## src/rtl/bootrom_axil_slave.sv

```systemverilog
// bootrom_axil_slave: AXI4-Lite read front-end for the boot ROM; writes are absorbed with SLVERR.
module bootrom_axil_slave #(
  parameter int ROM_LATENCY = 0,
  parameter int ROM_WORDS   = 1024
) (
  input  logic        clk_i,
  input  logic        rst_ni,
  input  logic        ar_valid_i,
  output logic        ar_ready_o,
  input  logic [63:0] ar_addr_i,
  output logic        r_valid_o,
  input  logic        r_ready_i,
  output logic [63:0] r_data_o,
  output logic [1:0]  r_resp_o,
  input  logic        aw_valid_i,
  output logic        aw_ready_o,
  input  logic [63:0] aw_addr_i,
  input  logic        w_valid_i,
  output logic        w_ready_o,
  input  logic [63:0] w_data_i,
  input  logic [7:0]  w_strb_i,
  output logic        b_valid_o,
  input  logic        b_ready_i,
  output logic [1:0]  b_resp_o,
  output logic        rom_req_o,
  output logic [63:0] rom_addr_o,
  input  logic [63:0] rom_rdata_i
);
  typedef enum logic [1:0] {R_IDLE, R_ISSUE, R_WAIT, R_RESP} r_state_e;
  localparam logic [1:0]  LAT_M1    = (ROM_LATENCY > 0) ? 2'(ROM_LATENCY - 1) : 2'd0;
  localparam logic [63:0] ROM_BYTES = 64'(ROM_WORDS) * 64'd8;
  r_state_e    state_q, state_d;
  logic [1:0]  cnt_q, cnt_d;
  logic [63:0] addr_q, addr_d;
  logic        in_range_q, in_range_d;
  logic [63:0] r_data_q, r_data_d;
  logic [1:0]  r_resp_q, r_resp_d;
  logic        aw_done_q, aw_done_d;
  logic        w_done_q, w_done_d;
  logic        b_valid_q, b_valid_d;
  logic [1:0]  b_resp_q, b_resp_d;
  logic        capture, b_hs;
  logic        unused_ok;
  assign unused_ok = ^{aw_addr_i, w_data_i, w_strb_i};
  // the ROM word is valid in ISSUE for a combinational ROM, else on the last WAIT cycle
  assign capture = (state_q == R_ISSUE && ROM_LATENCY == 0) || (state_q == R_WAIT && cnt_q == 2'd0);
  always_comb begin
    state_d    = state_q;
    cnt_d      = cnt_q;
    addr_d     = addr_q;
    in_range_d = in_range_q;
    r_data_d   = capture ? (in_range_q ? rom_rdata_i : 64'd0) : r_data_q;
    r_resp_d   = capture ? (in_range_q ? 2'b00 : 2'b10) : r_resp_q;
    case (state_q)
      R_IDLE: if (ar_valid_i) begin
        state_d    = R_ISSUE;
        addr_d     = {ar_addr_i[63:3], 3'b000};
        in_range_d = ar_addr_i < ROM_BYTES;
      end
      R_ISSUE: begin
        state_d = (ROM_LATENCY == 0) ? R_RESP : R_WAIT;
        cnt_d   = LAT_M1;
      end
      R_WAIT: begin
        cnt_d   = cnt_q - 2'd1;
        state_d = (cnt_q == 2'd0) ? R_RESP : R_WAIT;
      end
      default: state_d = r_ready_i ? R_IDLE : R_RESP;
    endcase
  end
  assign b_hs      = b_valid_q & b_ready_i;
  assign aw_done_d = ~b_hs & (aw_done_q | aw_valid_i);
  assign w_done_d  = ~b_hs & (w_done_q | w_valid_i);
  assign b_valid_d = ~b_hs & (b_valid_q | (aw_done_d & w_done_d));
  assign b_resp_d  = b_valid_d ? 2'b10 : b_resp_q;
  always_ff @(posedge clk_i or negedge rst_ni) begin
    if (!rst_ni) begin
      state_q    <= R_IDLE;
      cnt_q      <= 2'd0;
      addr_q     <= 64'd0;
      in_range_q <= 1'b0;
      r_data_q   <= 64'd0;
      r_resp_q   <= 2'b00;
      aw_done_q  <= 1'b0;
      w_done_q   <= 1'b0;
      b_valid_q  <= 1'b0;
      b_resp_q   <= 2'b00;
    end else begin
      state_q    <= state_d;
      cnt_q      <= cnt_d;
      addr_q     <= addr_d;
      in_range_q <= in_range_d;
      r_data_q   <= r_data_d;
      r_resp_q   <= r_resp_d;
      aw_done_q  <= aw_done_d;
      w_done_q   <= w_done_d;
      b_valid_q  <= b_valid_d;
      b_resp_q   <= b_resp_d;
    end
  end
  assign ar_ready_o = state_q == R_IDLE;
  assign r_valid_o  = state_q == R_RESP;
  assign rom_req_o  = state_q == R_ISSUE && in_range_q;
  assign rom_addr_o = addr_q;
  assign r_data_o   = r_data_q;
  assign r_resp_o   = r_resp_q;
  assign aw_ready_o = ~aw_done_q;
  assign w_ready_o  = ~w_done_q;
  assign b_valid_o  = b_valid_q;
  assign b_resp_o   = b_resp_q;
endmodule

```

## config.mk

```make
export PLATFORM = sky130hd
export DESIGN_NAME = bootrom_axil_slave
export DESIGN_NICKNAME = d
export VERILOG_FILES = /design/src/rtl/bootrom_axil_slave.sv
export SDC_FILE = /design/constraint.sdc
export NUM_CORES = 1
export LEC_CHECK = 0
export ABC_CLOCK_PERIOD_IN_PS = 3400
export CORE_AREA = 4 4 158 160
export DETAILED_ROUTE_END_ITERATION = 12
export DIE_AREA = 0 0 162 164
export PLACE_DENSITY_LB_ADDON = 0.3
export SLEW_MARGIN = 20
export SYNTH_ARGS = -nofsm -noshare
export SYNTH_HDL_FRONTEND = slang
export SYNTH_SLANG_ARGS = --single-unit
```

## constraint.sdc

```tcl
create_clock -name clk_i -period 3.4 [get_ports clk_i]
set_input_delay 0.34 -clock clk_i [delete_from_list [all_inputs] [get_ports clk_i]]
set_output_delay 0.34 -clock clk_i [all_outputs]
set_load 0.01 [all_outputs]
```

==> flow_summary.ini <==
[timing]
max_freq_ghz = 0.454
finalSetupTns_ns = 0
slew_violations = 0
rsz0062_at_grt = no
finalCritPeriodShare_pct = 64.8
hold_violations = 0
fin_crit_ns = 2.20
relSlewSlack_pct = 50.6
fin_skew_ns = 0.0141
worst_pin_slew_ns = 0.741
setup_viol = 0

[synthesis]
synth-seq-cells = 135
avgSynthCellArea_um2 = 11.2
synthCells = 477
synth_edf_count = 0
ys_seq_area_share_pct = 63.0
synthDistinctLibCells = 24
ys.flop_type = dfrtp_1
syn-cell-area_um2 = 5360
netlist_top_cells_count = 135 x dfrtp_1, 134 x nand2_1, 67 x o21ai_0
synthArstFlopShare_pct = 100
ys_warn_count = 0
synth.most_common_cell = dfrtp_1
yosys.area.top_type_share_pct = 63.0
ys_top_cells_by_area = dfrtp_1 63%, mux2_2 13%, nand2_1 9.4%
yosysTopAreaCell = dfrtp_1

[final_layout]
stdcell_count = 1071
fillCellCount = 2361
final_core_util_pct = 38.5
drive_gt1_share_pct = 14.0
n_antenna_cell = 0
syn2layout_area_growth_pct = 67.8
fin_nets = 1015

[global_routing]
antenna_found_initial = 0
globalRoute.totalOverflow = 0
track_usage_pct = 12.6
grt_pass1_vias = 4557
grt_pass1_wl_mm = 26.0
grt_start_max_net_pins = 132

[worst_setup_path]
worstReg2RegEnd = rom_addr_o[54]
reg2reg_depth = 5
cpPeakStageDelay_ns = 0.57
cp_cell_sequence = inv_1 > ha_1 > and2_1 > clkdlybuf4s50_1
startpoint = state_q[1]
critPathKind = register to output pin
cp.arrival_ns = 1.86
crit_path_start_kind = register
cp_slowest_cell = clkdlybuf4s50_1
crit_buf_inv = 2
cp_top_family = buffers and inverters
rrSetupSlack_ns = 1.30
r2r-start = state_q[0]
crit_fanout = 4
end_kind = output pin
cp.required_ns = 3.06

[detailed_routing]
dr_total_vias = 4347
ant_nets = 0
drc = 0
firstDrtPassIters = 4
wl_per_cell_um = 15.7
drt_iter0_drc = 142
via_per_inst = 4.06
routed_wl_mm = 16.9

[power]
power.density_nw_per_um2 = 730
combinationalPowerShare_pct = 34.9
p_sw_share_pct = 31.2
clock_power_share_pct = 31.1
p_int_w = 0.00452
irDropWorstVdd_mv = 0.475
p_seq_share_pct = 34.0
p_leak_nw = 3.64
p_sw_w = 0.00205

[min_path]
hp-class = input pin to async pin

[placement]
dp_hpwl_mm = 12.2
post-place-cells = 1038
place.port_buffers = 264
routabilityCongestion = 0.739

[cts]
path_clk_slew_ns = 0.07
ctsHtreeMaxLevel = 4
cts-buffers-inserted = 17
cts_tree = done
root_buffer = clkbuf_16
cts.sinks = 135
clk_latency_ns = 0.42
clk_path_buf_depth = 2
cts_post_setup_buffers_inserted = 0

[floorplanning]
die_area_um2 = 26600
die_w_um = 162
pin_count = 409
num_rows = 56
start_util_pct = 22.9
coreArea_um2 = 23400
die_h_um = 164

[flow_run]
max-cap-violations = 0

[outcome]
outcome = finished, final reports clean
==> placed cells by master, fill, tap and decap left out, types with 3 or more instances in the layout <==
cell | synthesis | final
nand2_1 | 134 | 133
nor4_1 | 11 | 11
clkdlybuf4s50_1 | 0 | 263
nor2_1 | 3 | 3
buf_4 | 5 | 4
conb_1 | 1 | 5
ha_1 | 5 | 5
inv_6 | 0 | 6
mux2_2 | 61 | 61
bufinv_16 | 0 | 4
clkinv_4 | 0 | 3
inv_1 | 9 | 9
o21ai_0 | 67 | 67
dfrtp_1 | 135 | 134
a21oi_1 | 4 | 3
clkbuf_16 | 0 | 17
==> worst max path at each step <==
stage	cells past startpoint	slack [ns]	end
global placement	5	1.19	in_range_q
CTS	4	1.14	rom_req_o
global route	4	1.09	rom_req_o
detailed placement	5	1.12	in_range_q
finish	4	1.20	rom_req_o
floorplan	6	1.80	r_data_o[0]
==> cell families after synthesis <==
group	count (synthesis)	synth area share, %
other cells	1	0.0699
fa+ha+maj	5	1.17
simple gates	158	12.1
flops	135	63.0
compound gates	74	6.95
buf+inv	41	3.52
mux	63	13.2
==> power groups by stage <==
| stage | registers (W) | logic [W] | clock network, W |
|---|---|---|---|
| after floorplan | 0.00242 | 0.000905 | 0 |
| after global placement | 0.00224 | 0.00234 | 0 |
| after global routing | 0.00228 | 0.00251 | 0.00218 |
| after detailed placement | 0.00225 | 0.00233 | 0 |
| final | 0.00223 | 0.00229 | 0.00205 |
| after CTS | 0.00224 | 0.00235 | 0.00212 |
==> worst register-to-register path, stage by stage (launching register included) <==
cell     delay, ns
dfrtp_1       0.40
inv_1         0.08
ha_1          0.26
nand2_2       0.44
buf_4         0.41
mux2_2        0.40
==> per-layer routing <==
metal	share of wire, %	vias up	track usage (%)
met5	0	-	0
met4	1.1	0	4.15
met3	12	12	6.52
met2	44	195	19.6
met1	43	2029	15.0
li1	-	2111	-
==> sequential cells by signal (all words and copies together), names as in the netlist <==
register and cells:
r_data_o 64, b_resp_o 1, r_resp_o 1, state_q 2, aw_done_q 1, in_range_q 1
cnt_q 2, w_done_q 1, b_valid_o 1, rom_addr_o 61
==> timing repair <==
item / in CTS / in global routing
hold endpoints to repair: 45 / 0
resized for setup: 0 / 0
endpoints found under the setup margin: 0 / 0
hold buffers: 1 / 0
==> layout make-up <==
class / instances / area, um^2 / area share [%]
multi-input cells: 305 / 1820 / 20.3
repair buffers: 271 / 2720 / 30.3
clock buffers: 17 / 425 / 4.73
inverters: 9 / 33.8 / 0.375
well taps: 319 / 399 / 4.43
flip-flops and latches: 135 / 3380 / 37.6
clock inverters: 15 / 214 / 2.38
==> per-stage QoR <==
| stage | setup WS [ns] | area, um^2 | hold slack [ns] | total power, W |
|---|---|---|---|---|
| CTS | 1.14 | 9000 | 0.413 | 0.00670 |
| detailed placement | 1.12 | 8350 | 0.315 | 0.00459 |
| global route | 1.09 | 9000 | 0.442 | 0.00698 |
| finish | 1.20 | 9000 | 0.414 | 0.00657 |
| floorplan | 1.80 | 5380 | 0.0444 | 0.00332 |
| global placement | 1.19 | 8350 | 0.316 | 0.00458 |
Note: power is estimated with default switching activity, not from simulation.
